$ cat src/rtl/rf_wrport_arbiter_if.sv
// Register-file write-port arbitration bundle: writeback request, mul/div result
// stream, decode read addresses for hazard checks, and the reg_array write port.
interface rf_wrport_arbiter_if #(
   parameter int DEPTH = 4
);
   localparam int CW = $clog2(DEPTH) + 1;

   logic          pause;
   logic          wb_wren;
   logic [4:0]    wb_addr;
   logic [31:0]   wb_data;
   logic          md_valid;
   logic [4:0]    md_addr;
   logic [31:0]   md_data;
   logic          md_ready;
   logic [4:0]    rs_addr;
   logic [4:0]    rt_addr;
   logic          raw_hazard;
   logic          wb_stall;
   logic          rf_wren;
   logic [4:0]    rf_wraddress;
   logic [31:0]   rf_data;
   logic [CW-1:0] fifo_count;

   modport master (
      output pause, wb_wren, wb_addr, wb_data, md_valid, md_addr, md_data, rs_addr, rt_addr,
      input  md_ready, raw_hazard, wb_stall, rf_wren, rf_wraddress, rf_data, fifo_count
   );

   modport slave (
      input  pause, wb_wren, wb_addr, wb_data, md_valid, md_addr, md_data, rs_addr, rt_addr,
      output md_ready, raw_hazard, wb_stall, rf_wren, rf_wraddress, rf_data, fifo_count
   );
endinterface

$ cat src/rtl/rf_wrport_arbiter.sv
// Shares the register-file write port between in-order writeback and a FIFO of
// out-of-order mul/div results, with starvation stall and RAW hazard detection.
module rf_wrport_arbiter #(
   parameter int DEPTH      = 4,
   parameter int STARVE_MAX = 8
) (
   input  logic               i_clk,
   input  logic               i_rst,
   rf_wrport_arbiter_if.slave bus
);
   localparam int AW = $clog2(DEPTH);
   localparam int CW = AW + 1;
   localparam int SW = $clog2(STARVE_MAX + 1);
   localparam logic [CW-1:0] FULL_CNT   = CW'(DEPTH);
   localparam logic [SW-1:0] STARVE_LIM = SW'(STARVE_MAX);

   logic [4:0]    r_mem_addr [DEPTH];
   logic [31:0]   r_mem_data [DEPTH];
   logic [AW-1:0] r_rd_ptr;
   logic [AW-1:0] r_wr_ptr;
   logic [CW-1:0] r_count;
   logic [SW-1:0] r_starve_cnt;

   logic w_empty;
   logic w_full;
   logic w_starve;
   logic w_wb_live;
   logic w_grant_fifo;
   logic w_push;
   logic w_store;
   logic w_pop;
   logic w_hazard;

   assign w_empty   = (r_count == {CW{1'b0}});
   assign w_full    = (r_count == FULL_CNT);
   assign w_starve  = ~w_empty & (r_starve_cnt >= STARVE_LIM);
   assign w_wb_live = bus.wb_wren & (bus.wb_addr != 5'd0);

   // md_ready is based on the registered count only, so a full FIFO never accepts on its pop cycle
   assign bus.md_ready   = ~i_rst & ~w_full;
   assign bus.raw_hazard = ~i_rst & w_hazard;
   assign bus.fifo_count = i_rst ? {CW{1'b0}} : r_count;

   assign w_push  = bus.md_valid & bus.md_ready;
   assign w_store = w_push & (bus.md_addr != 5'd0);
   assign w_pop   = w_grant_fifo & ~bus.pause;

   // Write-port grant: starved FIFO head, then live writeback, then FIFO head in an idle slot
   always_comb begin
      w_grant_fifo     = 1'b0;
      bus.wb_stall     = 1'b0;
      bus.rf_wren      = 1'b0;
      bus.rf_wraddress = 5'd0;
      bus.rf_data      = 32'd0;
      if (i_rst) begin
         w_grant_fifo = 1'b0;
      end else if (w_starve) begin
         w_grant_fifo     = 1'b1;
         bus.wb_stall     = 1'b1;
         bus.rf_wren      = 1'b1;
         bus.rf_wraddress = r_mem_addr[r_rd_ptr];
         bus.rf_data      = r_mem_data[r_rd_ptr];
      end else if (w_wb_live) begin
         bus.rf_wren      = 1'b1;
         bus.rf_wraddress = bus.wb_addr;
         bus.rf_data      = bus.wb_data;
      end else if (!w_empty) begin
         w_grant_fifo     = 1'b1;
         bus.rf_wren      = 1'b1;
         bus.rf_wraddress = r_mem_addr[r_rd_ptr];
         bus.rf_data      = r_mem_data[r_rd_ptr];
      end else begin
         w_grant_fifo = 1'b0;
      end
   end

   // RAW hazard: any valid entry (head included, even if popping now) targeting rs/rt
   always_comb begin
      w_hazard = 1'b0;
      for (int i = 0; i < DEPTH; i++) begin
         if (CW'(i) < r_count) begin
            if (((r_mem_addr[r_rd_ptr + AW'(i)] == bus.rs_addr) && (bus.rs_addr != 5'd0)) ||
                ((r_mem_addr[r_rd_ptr + AW'(i)] == bus.rt_addr) && (bus.rt_addr != 5'd0))) begin
               w_hazard = 1'b1;
            end else begin
               w_hazard = w_hazard;
            end
         end else begin
            w_hazard = w_hazard;
         end
      end
   end

   // FIFO storage; r0 results are accepted but never stored
   always_ff @(posedge i_clk) begin
      if (w_store) begin
         r_mem_addr[r_wr_ptr] <= bus.md_addr;
         r_mem_data[r_wr_ptr] <= bus.md_data;
      end
   end

   // Pointers, occupancy and starvation counter
   always_ff @(posedge i_clk) begin
      if (i_rst) begin
         r_rd_ptr     <= {AW{1'b0}};
         r_wr_ptr     <= {AW{1'b0}};
         r_count      <= {CW{1'b0}};
         r_starve_cnt <= {SW{1'b0}};
      end else begin
         if (w_pop) begin
            r_rd_ptr <= r_rd_ptr + AW'(1);
         end
         if (w_store) begin
            r_wr_ptr <= r_wr_ptr + AW'(1);
         end
         r_count <= r_count + CW'(w_store) - CW'(w_pop);
         if (bus.pause) begin
            r_starve_cnt <= r_starve_cnt;
         end else if (w_empty || w_grant_fifo) begin
            r_starve_cnt <= {SW{1'b0}};
         end else if (r_starve_cnt < STARVE_LIM) begin
            r_starve_cnt <= r_starve_cnt + SW'(1);
         end else begin
            r_starve_cnt <= r_starve_cnt;
         end
      end
   end
endmodule

$ cat src/flat_wrapper.sv
// flat-port wrapper written by rule: the top's interface ports become plain ports
module rf_wrport_arbiter_flat 
#(
   parameter int DEPTH      = 4,
   parameter int STARVE_MAX = 8
)
  (i_clk, i_rst, bus_pause, bus_wb_wren, bus_wb_addr, bus_wb_data, bus_md_valid, bus_md_addr, bus_md_data, bus_rs_addr, bus_rt_addr, bus_md_ready, bus_raw_hazard, bus_wb_stall, bus_rf_wren, bus_rf_wraddress, bus_rf_data, bus_fifo_count);
  rf_wrport_arbiter_if #(.DEPTH(DEPTH)) bus_i ();
  input  logic i_clk;
  input  logic i_rst;
  input wire logic [$bits(bus_i.pause)-1:0] bus_pause;
  input wire logic [$bits(bus_i.wb_wren)-1:0] bus_wb_wren;
  input wire logic [$bits(bus_i.wb_addr)-1:0] bus_wb_addr;
  input wire logic [$bits(bus_i.wb_data)-1:0] bus_wb_data;
  input wire logic [$bits(bus_i.md_valid)-1:0] bus_md_valid;
  input wire logic [$bits(bus_i.md_addr)-1:0] bus_md_addr;
  input wire logic [$bits(bus_i.md_data)-1:0] bus_md_data;
  input wire logic [$bits(bus_i.rs_addr)-1:0] bus_rs_addr;
  input wire logic [$bits(bus_i.rt_addr)-1:0] bus_rt_addr;
  output wire logic [$bits(bus_i.md_ready)-1:0] bus_md_ready;
  output wire logic [$bits(bus_i.raw_hazard)-1:0] bus_raw_hazard;
  output wire logic [$bits(bus_i.wb_stall)-1:0] bus_wb_stall;
  output wire logic [$bits(bus_i.rf_wren)-1:0] bus_rf_wren;
  output wire logic [$bits(bus_i.rf_wraddress)-1:0] bus_rf_wraddress;
  output wire logic [$bits(bus_i.rf_data)-1:0] bus_rf_data;
  output wire logic [$bits(bus_i.fifo_count)-1:0] bus_fifo_count;
  assign bus_i.pause = bus_pause;
  assign bus_i.wb_wren = bus_wb_wren;
  assign bus_i.wb_addr = bus_wb_addr;
  assign bus_i.wb_data = bus_wb_data;
  assign bus_i.md_valid = bus_md_valid;
  assign bus_i.md_addr = bus_md_addr;
  assign bus_i.md_data = bus_md_data;
  assign bus_i.rs_addr = bus_rs_addr;
  assign bus_i.rt_addr = bus_rt_addr;
  assign bus_md_ready = bus_i.md_ready;
  assign bus_raw_hazard = bus_i.raw_hazard;
  assign bus_wb_stall = bus_i.wb_stall;
  assign bus_rf_wren = bus_i.rf_wren;
  assign bus_rf_wraddress = bus_i.rf_wraddress;
  assign bus_rf_data = bus_i.rf_data;
  assign bus_fifo_count = bus_i.fifo_count;
  rf_wrport_arbiter #(.DEPTH(DEPTH), .STARVE_MAX(STARVE_MAX)) u_core (.i_clk(i_clk), .i_rst(i_rst), .bus(bus_i));
endmodule
$ cat config.mk
export PLATFORM = sky130hd
export DESIGN_NAME = rf_wrport_arbiter_flat
export DESIGN_NICKNAME = d
export VERILOG_FILES = /design/src/rtl/rf_wrport_arbiter_if.sv /design/src/rtl/rf_wrport_arbiter.sv /design/src/flat_wrapper.sv
export SDC_FILE = /design/constraint.sdc
export NUM_CORES = 1
export LEC_CHECK = 0
export ABC_AREA = 0
export CELL_PAD_IN_SITES_DETAIL_PLACEMENT = 0
export CELL_PAD_IN_SITES_GLOBAL_PLACEMENT = 2
export CORE_MARGIN = 2
export CORE_UTILIZATION = 41
export CTS_CLUSTER_SIZE = 10
export DETAILED_ROUTE_END_ITERATION = 10
export PLACE_DENSITY = 0.88
export SLEW_MARGIN = 30
export SYNTH_ARGS = -nofsm -noshare
export SYNTH_HDL_FRONTEND = slang
export SYNTH_SLANG_ARGS = --single-unit
export TNS_END_PERCENT = 50
$ cat constraint.sdc
create_clock -name i_clk -period 8.8 [get_ports i_clk]
set_clock_uncertainty 0.15 [all_clocks]
set_input_delay 2.64 -clock i_clk [delete_from_list [all_inputs] [get_ports i_clk]]
set_output_delay 2.64 -clock i_clk [all_outputs]
set_load 0.05 [all_outputs]
# Word level (Yosys, flattened, before mapping)
# Memory sizes are Yosys's and may differ from the RTL's. A register that Yosys moved wholly into a read port is not among the register bits.
# Index checks and enable logic that the tools add are counted.
classes:
  n_reduce_logical: 20
  order_cmp: 6
  n_mux: 34
  eq_ne: 9
  n_bitwise: 11
  addsub: 7
op_table:
  columns: ["op", "count"]
  rows:
  - ["32-bit 2-to-1 mux", 4]
  - ["5-bit equality test", 8]
  - ["5-bit 2-to-1 mux", 4]
  - ["5-bit nonzero test", 4]
  - ["1-bit 2-to-1 mux", 19]
  - ["1-bit logical AND", 8]
  - ["2-bit 2-to-1 mux", 4]
  - ["4-bit 2-to-1 mux", 2]
  - ["1-bit bitwise AND", 7]
  - ["1-bit by 3-bit < comparator with 1-bit output, first input constant", 2]
  - ["2-bit by 3-bit < comparator with 1-bit output, first input constant", 2]
  - ["1-bit logical OR", 5]
  - ["2-bit by 1-bit adder with 2-bit output, second input constant", 2]
  - ["2-bit adder, second input constant", 2]
  - ["4-bit by 1-bit adder with 4-bit output, second input constant", 1]
  - ["4-bit greater-or-equal comparator, second input constant", 1]
  - ["4-bit < comparator, second input constant", 1]
  - ["1-bit inverter", 4]
  - ["3-bit by 1-bit adder with 3-bit output", 1]
  - ["3-bit equality test, second input constant", 1]
  - ["3-bit zero test", 1]
  - ["3-bit 2-to-1 mux", 1]
  - ["3-bit by 1-bit subtractor with 3-bit output", 1]
  - ["2-bit AND reduction", 1]
  - ["2-bit nonzero test", 1]
totals:
  ram_bits: 148
  out_inout_bits: 44
  reg_bits: 11
  memories: 2
  wordCells: 93
mem_list:
  columns: ["name", "depth", "width", "rd", "rd_clocked_by_memory_dff", "write_ports", "line_no", "source"]
  rows:
  - ["u_core.r_mem_data", 4, 32, 1, 1, 1, "rf_wrport_arbiter.sv:18", "logic [31:0] r_mem_data [DEPTH];"]
  - ["u_core.r_mem_addr", 4, 5, 4, 1, 1, "rf_wrport_arbiter.sv:17", "logic [4:0] r_mem_addr [DEPTH];"]

# Logic depth before layout (Yosys ltp)
# Gate-level depths: netlist of run 1.
depth:
  ltp_word: 12
  mapped_depth: 11
  mapped_depth_nobuf: 11

# Least setup slack after synthesis of run 1
# No wires, ideal clock.
synth_timing:
  path_kind: "input to output"
  from: "input bus_wb_addr[1]"
  to: "output bus_rf_wraddress[0]"
  arrival_time_ns: 4.735
  path_buffers: 0
  stages: 5
  setup_slack_ns: 1.275
  path_cell_list: "or4_1 o21ai_2 o21bai_2 nand2b_4 o21ai_0"
synth_between:
  elab_chain_cells: 5
synth_lines:
  columns: ["item", "line_no", "source"]
  rows:
  - ["start: declaration", "flat_wrapper.sv:13", "input wire logic [$bits(bus_i.wb_addr)-1:0] bus_wb_addr;"]
  - ["5-bit nonzero test", "rf_wrport_arbiter.sv:37", "assign w_wb_live = bus.wb_wren & (bus.wb_addr != 5'd0);"]
  - ["1-bit bitwise AND", "rf_wrport_arbiter.sv:37", null]
  - ["5-bit 2-to-1 mux", "rf_wrport_arbiter.sv:63", "end else if (w_wb_live) begin"]
  - ["5-bit 2-to-1 mux", "rf_wrport_arbiter.sv:57", "end else if (w_starve) begin"]
  - ["5-bit 2-to-1 mux", "rf_wrport_arbiter.sv:55", "if (i_rst) begin"]
  - ["end: declaration", "flat_wrapper.sv:24", "output wire logic [$bits(bus_i.rf_wraddress)-1:0] bus_rf_wraddress;"]
# No other way between the ends.

# Worst setup path in the final report of run 1
# Same ends and word-level chain as after synthesis.

==> metrics.yaml, run 1 <==
cts_setup_buffers: 0
postSynthCellCount: 462
fin_nets: 687
ys_async_sr_fraction: 0
gp_congestion: 0.824
hold_viol: 0
numCtsBuffers: 17
via_per_inst: 5.43
start_util: 0.417
cts.path.max_buffers: 2
synthSimpleGateAreaFrac: 0.0538
clkTransAtPathRegs_ns: 0.06
cp_slowest_cell: "clkdlybuf4s50_1"
cts_sinks: 161
synth_top_family_by_area: "multiplexers"
firstDrtPassIters: 4
cts_hold_buffers: 0
antenna_cells: 0
routed_wl_mm: 16.3
globalRouteTotalUtil: 0.174
hp-class: "reg -> reg"
cpPeakStageDelay_ns: 0.85
worstPathRequired_ns: 6.01
p_seq_frac: 0.437
hpwlAfterDp_mm: 11.0
grt_max_degree: 43
synthMuxAreaShare: 0.154
die_w_um: 139
p_int_uw: 1480
synth_edf_count: 148
synth_top_area_frac: 0.596
crit_chain: "clkdlybuf4s50_1 -> or4_1 -> o21ai_2 -> o21bai_2 -> nand2b_4 -> o21ai_0 -> clkdlybuf4s50_1"
pre_cts_ws_ns: 0.778
synth_area_leaders: "edfxtp_1, mux4_2, a22o_1"
rsz0062_at_grt: "no"
final_cells: 829
ys_top_cells_by_count: "edfxtp_1, mux4_2, a22o_1"
cts-root-buf: "clkbuf_16"
synth_top_area_cell: "edfxtp_1"
ioPinCount: 133
core-area_um2: 17900
synthXorXnorAreaFrac: 0.0493
wl_per_cell_um: 19.7
outcome: "finished clean"
switchingPower_uw: 587
switching_share: 0.284
synth_flop_cell: "edfxtp_1"
h-tree-depth: 4
finish.utilization: 0.529
cpMostUsedCell: "clkdlybuf4s50_1"
ir_drop_uv: 155
fin_setup_tns_ns: 0
antenna_found_initial: 1
ys_seq_area_frac: 0.630
finalMaxSlewViolations: 0
drc: 0
dp.cells: 797
row_count: 49
finalWorstSetupSlack_ns: 0.792
arrival_ns: 5.22
worst_slew_pin_slew_ns: 0.732
die_y_um: 139
fin_crit_ns: 8.01
syn_avg_cell_area_um2: 16.2
finalCritPeriodShare: 0.910
grt_pass1_wl_mm: 25.9
gr-total-overflow: 0
setup_viol: 0
worstSkewPairLatency_ns: 0.41
clkPwrFrac: 0.357
synth_compound_area_frac: 0.0639
synthesis.area_um2: 7460
ant_nets: 0
slew_headroom: 0.510
drive_gt1_frac: 0.223
start_kind: "input pin"
p_leak_uw: 0.00311
grt_pass1_vias: 4815
path_max_fanout: 6
ys_seq_elements: 161
yosysUniqueCellTypes: 45
syn2layout_area_growth_pct: 27.0
vias: 4504
powerDensity_nw_per_um2: 218
cts-resized-gates: 0
timing.fmax_mhz: 125
drt_first_iter_violations: 242
synth_adder_area_share: 0.0195
end_kind: "primary output"
cap_violations: 0
synth_warnings: 0
combPwrFrac: 0.206
cts_tree: "done"
dieArea_um2: 19300
numPortBuffers: 132
yosysMostFrequentCell: "edfxtp_1"
worstSetupPathType: "in -> out"
synth_fp_nets: 562
worst paths after layout:
path	startpoint	endpoint	slack (ns)	depth (start not counted)
worst max-delay path	bus_wb_addr[1]	bus_rf_wraddress[0]	0.79	7
worst min-delay path	u_core.r_starve_cnt[2]$_SDFFE_PP0P_	u_core.r_starve_cnt[2]$_SDFFE_PP0P_	0.34	2
worst max register to register	u_core.r_count[1]$_SDFF_PP0_	u_core.r_mem_data[3][31]$_DFFE_PP_	6.16	5
worst min register to register	u_core.r_starve_cnt[2]$_SDFFE_PP0P_	u_core.r_starve_cnt[2]$_SDFFE_PP0P_	0.34	2
registers in the layout (all words and copies together), names as in the netlist, named ones only:
name	count
u_core.r_mem_data	128
u_core.r_rd_ptr	2
u_core.r_wr_ptr	2
u_core.r_starve_cnt	4
u_core.r_mem_addr	20
u_core.r_count	3
cell type report:
cell class / instances / area, um2
Fill cell: 1479 / 8430
Multi-Input combinational cell: 259 / 2560
Inverter: 11 / 41.3
Sequential cell: 161 / 4710
Clock buffer: 17 / 425
Clock inverter: 15 / 174
Tap cell: 229 / 287
Timing Repair Buffer: 137 / 1280
worst max-delay path, delay by kind of cell:
family                 cells  cell delay (ns)
AO/OA/AOI/OAI              3             0.58
buffers and inverters      2             1.27
AND/OR/NAND/NOR            2             0.73
cells by family after synthesis:
group	Yosys count
xor+xnor	42
buf+inv	42
fa+ha+maj	11
flops	161
mux	67
simple gates	76
compound gates	63
cells in the final DEF (no fill, tap or decap), drive strengths merged, types with 18 or more instances in the layout:
cell           instances
xor2                  19
nor2                  18
xnor2                 23
mux2i                 23
mux4                  36
a22o                  32
edfxtp               148
clkdlybuf4s50        100
nor3                  24
buf                   37
metal layers:
| metal | vias up | wire length, um | global-route usage |
|---|---|---|---|
| met5 | - | 0 | 0 |
| met4 | 0 | 173 | 0.0478 |
| met3 | 16 | 1000 | 0.0483 |
| met2 | 148 | 8270 | 0.296 |
| met1 | 2274 | 6870 | 0.220 |
| li1 | 2066 | - | - |
stage by stage:
step	total power (uW)	hold slack [ns]	instance area, um2
floorplan	1200	0.307	7460
global placement	1340	0.323	8870
detailed placement	1350	0.338	8870
CTS	2080	0.346	9470
global route	2140	0.405	9470
finish	2060	0.338	9470
power groups by stage:
stage | sequential, uW | clock, uW | combinational [uW]
floorplan | 905 | 0 | 293
global placement | 917 | 0 | 420
detailed placement | 919 | 0 | 429
CTS | 903 | 750 | 431
global route | 907 | 781 | 456
finish | 902 | 736 | 425
Note: power is estimated with default switching activity, not from simulation.
==> inputs of run 2 (changes only) <==
--- a/config.mk
+++ b/config.mk
@@ -5,7 +5,6 @@
 export SDC_FILE = /design/constraint.sdc
 export NUM_CORES = 1
 export LEC_CHECK = 0
-export ABC_AREA = 0
 export CELL_PAD_IN_SITES_DETAIL_PLACEMENT = 0
 export CELL_PAD_IN_SITES_GLOBAL_PLACEMENT = 2
 export CORE_MARGIN = 2
@@ -13,7 +12,7 @@
 export CTS_CLUSTER_SIZE = 10
 export DETAILED_ROUTE_END_ITERATION = 10
 export PLACE_DENSITY = 0.88
-export SLEW_MARGIN = 30
+export SLEW_MARGIN = 10
 export SYNTH_ARGS = -nofsm -noshare
 export SYNTH_HDL_FRONTEND = slang
 export SYNTH_SLANG_ARGS = --single-unit
==> constraint.sdc (replaced) <==
create_clock -name i_clk -period 8.8 [get_ports i_clk]
set_clock_uncertainty 0.15 [all_clocks]
set_input_delay 1.76 -clock i_clk [delete_from_list [all_inputs] [get_ports i_clk]]
set_output_delay 1.76 -clock i_clk [all_outputs]
set_load 0.05 [all_outputs]
==> metrics.yaml, run 2 (synthesized netlist as in run 1, its figures left out) <==
outcome: "finished clean"
clkPwrFrac: 0.350  # -0.007
h-tree-depth: 4  # unchanged
firstDrtPassIters: 4  # unchanged
cts_sinks: 161  # unchanged
final_cell_mix: "edfxtp_1, clkdlybuf4s50_1, mux4_2, a22o_1, xnor2_1"
grt_pass1_wl_mm: 25.0  # -3.6%
ioPinCount: 133  # unchanged
die_y_um: 139  # unchanged
cp_num_cells: 7  # unchanged
gp_congestion: 0.807  # -2.1%
syn2layout_area_growth_pct: 27.5
cts-root-buf: "clkbuf_16"
powerDensity_nw_per_um2: 215  # -1.5%
die_w_um: 139  # unchanged
hp-class: "reg -> reg"
numCtsBuffers: 17  # unchanged
highest_layer: "met4"
cts_hold_buffers: 0  # unchanged
core-area_um2: 17900  # unchanged
regMostFlops: "u_core.r_mem_data"
globalRouteTotalUtil: 0.168  # -0.00610
fin_setup_tns_ns: 0  # unchanged
cpPeakStageDelay_ns: 0.80  # -0.05 ns
switching_share: 0.277  # -0.00696
worstSetupPathType: "in -> out"
slew_headroom: 0.295  # -0.216
wl_met1_mm: 6.79  # -1.3%
largestRegisters: "u_core.r_mem_data x128, u_core.r_mem_addr x20, u_core.r_starve_cnt x4"
cap_violations: 0  # unchanged
hold_viol: 0  # unchanged
routed_wl_mm: 15.7  # -4.0%
critPathTopFamily: "buffers and inverters"
start_kind: "input pin"
worst_slew_pin_slew_ns: 1.06  # +0.324 ns
setup_viol: 0  # unchanged
switchingPower_uw: 566  # -3.4%
grt_max_degree: 43  # unchanged
arrival_ns: 4.82  # -0.40 ns
wl_per_cell_um: 18.9  # -3.9%
ir_drop_uv: 140  # -9.8%
final_common_cell: "edfxtp_1"
p_leak_uw: 0.00303  # -2.6%
wl_met2_mm: 7.67  # -7.3%
grt_pass1_vias: 4547  # -5.6%
p_int_uw: 1480  # about the same
finalMaxSlewViolations: 0  # unchanged
clkTransAtPathRegs_ns: 0.06  # about the same
combPwrFrac: 0.210  # +0.004
end_kind: "primary output"
fin_crit_ns: 6.73  # -1.28 ns
fin_nets: 685  # -0.29%
drc: 0  # unchanged
worstPathRequired_ns: 6.89  # +0.88 ns
row_count: 49  # unchanged
cp_slowest_cell: "clkdlybuf4s50_1"
worstSkewPairLatency_ns: 0.41  # about the same
numPortBuffers: 132  # unchanged
crit_buf_inv: 2  # unchanged
via_per_inst: 5.26  # -3.2%
cts_setup_buffers: 0  # unchanged
start_util: 0.417  # unchanged
ant_nets: 0  # unchanged
antenna_found_initial: 2  # +1
cpMostUsedCell: "clkdlybuf4s50_1"
wl_met3_um: 981  # -1.9%
dieArea_um2: 19300  # unchanged
path_max_fanout: 33  # +27
timing.fmax_mhz: 149  # +19%
largest_reg_flops: 128  # unchanged
rsz0062_at_grt: "no"
rr_worst_depth: 5  # unchanged
cts_tree: "done"
cts.path.max_buffers: 2  # unchanged
cts-resized-gates: 0  # unchanged
p_seq_frac: 0.439  # +0.002
vias: 4353  # -3.4%
drive_gt1_frac: 0.162  # -0.0609
hold_depth: 2  # unchanged
reg2reg_setup_slack_ns: 5.90  # -0.26 ns
finalCritPeriodShare: 0.765  # -0.145
hpwlAfterDp_mm: 10.4  # -5.5%
gr-total-overflow: 0  # unchanged
crit_chain: "clkdlybuf4s50_1 -> or4_1 -> o21ai_2 -> o21bai_2 -> nor2_4 -> a22o_1 -> clkdlybuf4s50_1"
drt_first_iter_violations: 152  # -37%
whs_ns: 0.362  # +0.0245 ns
## run 2: per-layer routing
metal / global-route usage / vias up
li1: - / 2065
met1: 0.221 / 2135
met2: 0.270 / 138
met3: 0.0494 / 15
met4: 0.0558 / 0
met5: 0 / -
## run 2: path summary, 6_finish.rpt
path                                               to                                start
setup reg to reg    u_core.r_mem_addr[3][0]$_DFFE_PP_         u_core.r_count[1]$_SDFF_PP0_
setup / recovery                       bus_rf_data[3]                       bus_wb_addr[1]
hold / removal    u_core.r_starve_cnt[2]$_SDFFE_PP0P_  u_core.r_starve_cnt[2]$_SDFFE_PP0P_
hold reg to reg   u_core.r_starve_cnt[2]$_SDFFE_PP0P_  u_core.r_starve_cnt[2]$_SDFFE_PP0P_
## run 2: area by class of cell
type / instances / area (um2)
clock buffers: 17 / 425
fillers: 1451 / 8390
clock inverters: 14 / 153
inverters: 11 / 41.3
well taps: 229 / 287
multi-input cells: 259 / 2550
diodes: 2 / 5.00
flip-flops and latches: 161 / 4710
repair buffers: 135 / 1340
## run 2: power groups by stage
stage | logic (uW) | clock network, uW | registers [uW]
after floorplan | 293 | 0 | 905
after global placement | 427 | 0 | 911
after detailed placement | 433 | 0 | 914
after CTS | 435 | 726 | 898
after global routing | 461 | 762 | 901
final | 430 | 715 | 897
## run 2: worst reg2reg max path: cells and delay by family, from the launching register on
| kind | cells | cell delay (ns) |
|---|---|---|
| compound gates | 2 | 0.82 |
| simple gates | 2 | 1.04 |
| flops | 1 | 0.35 |
| buf+inv | 1 | 0.13 |
## run 2: per-stage QoR
step	area, um2	setup slack, ns	util	instances	power [uW]
after floorplan	7460	3.04	-	462	1200
after global placement	8930	2.06	0.499	795	1340
after detailed placement	8930	2.02	0.499	795	1350
after CTS	9510	2.01	0.531	826	2060
after global routing	9520	1.86	0.532	828	2120
final	9520	2.07	0.532	828	2040
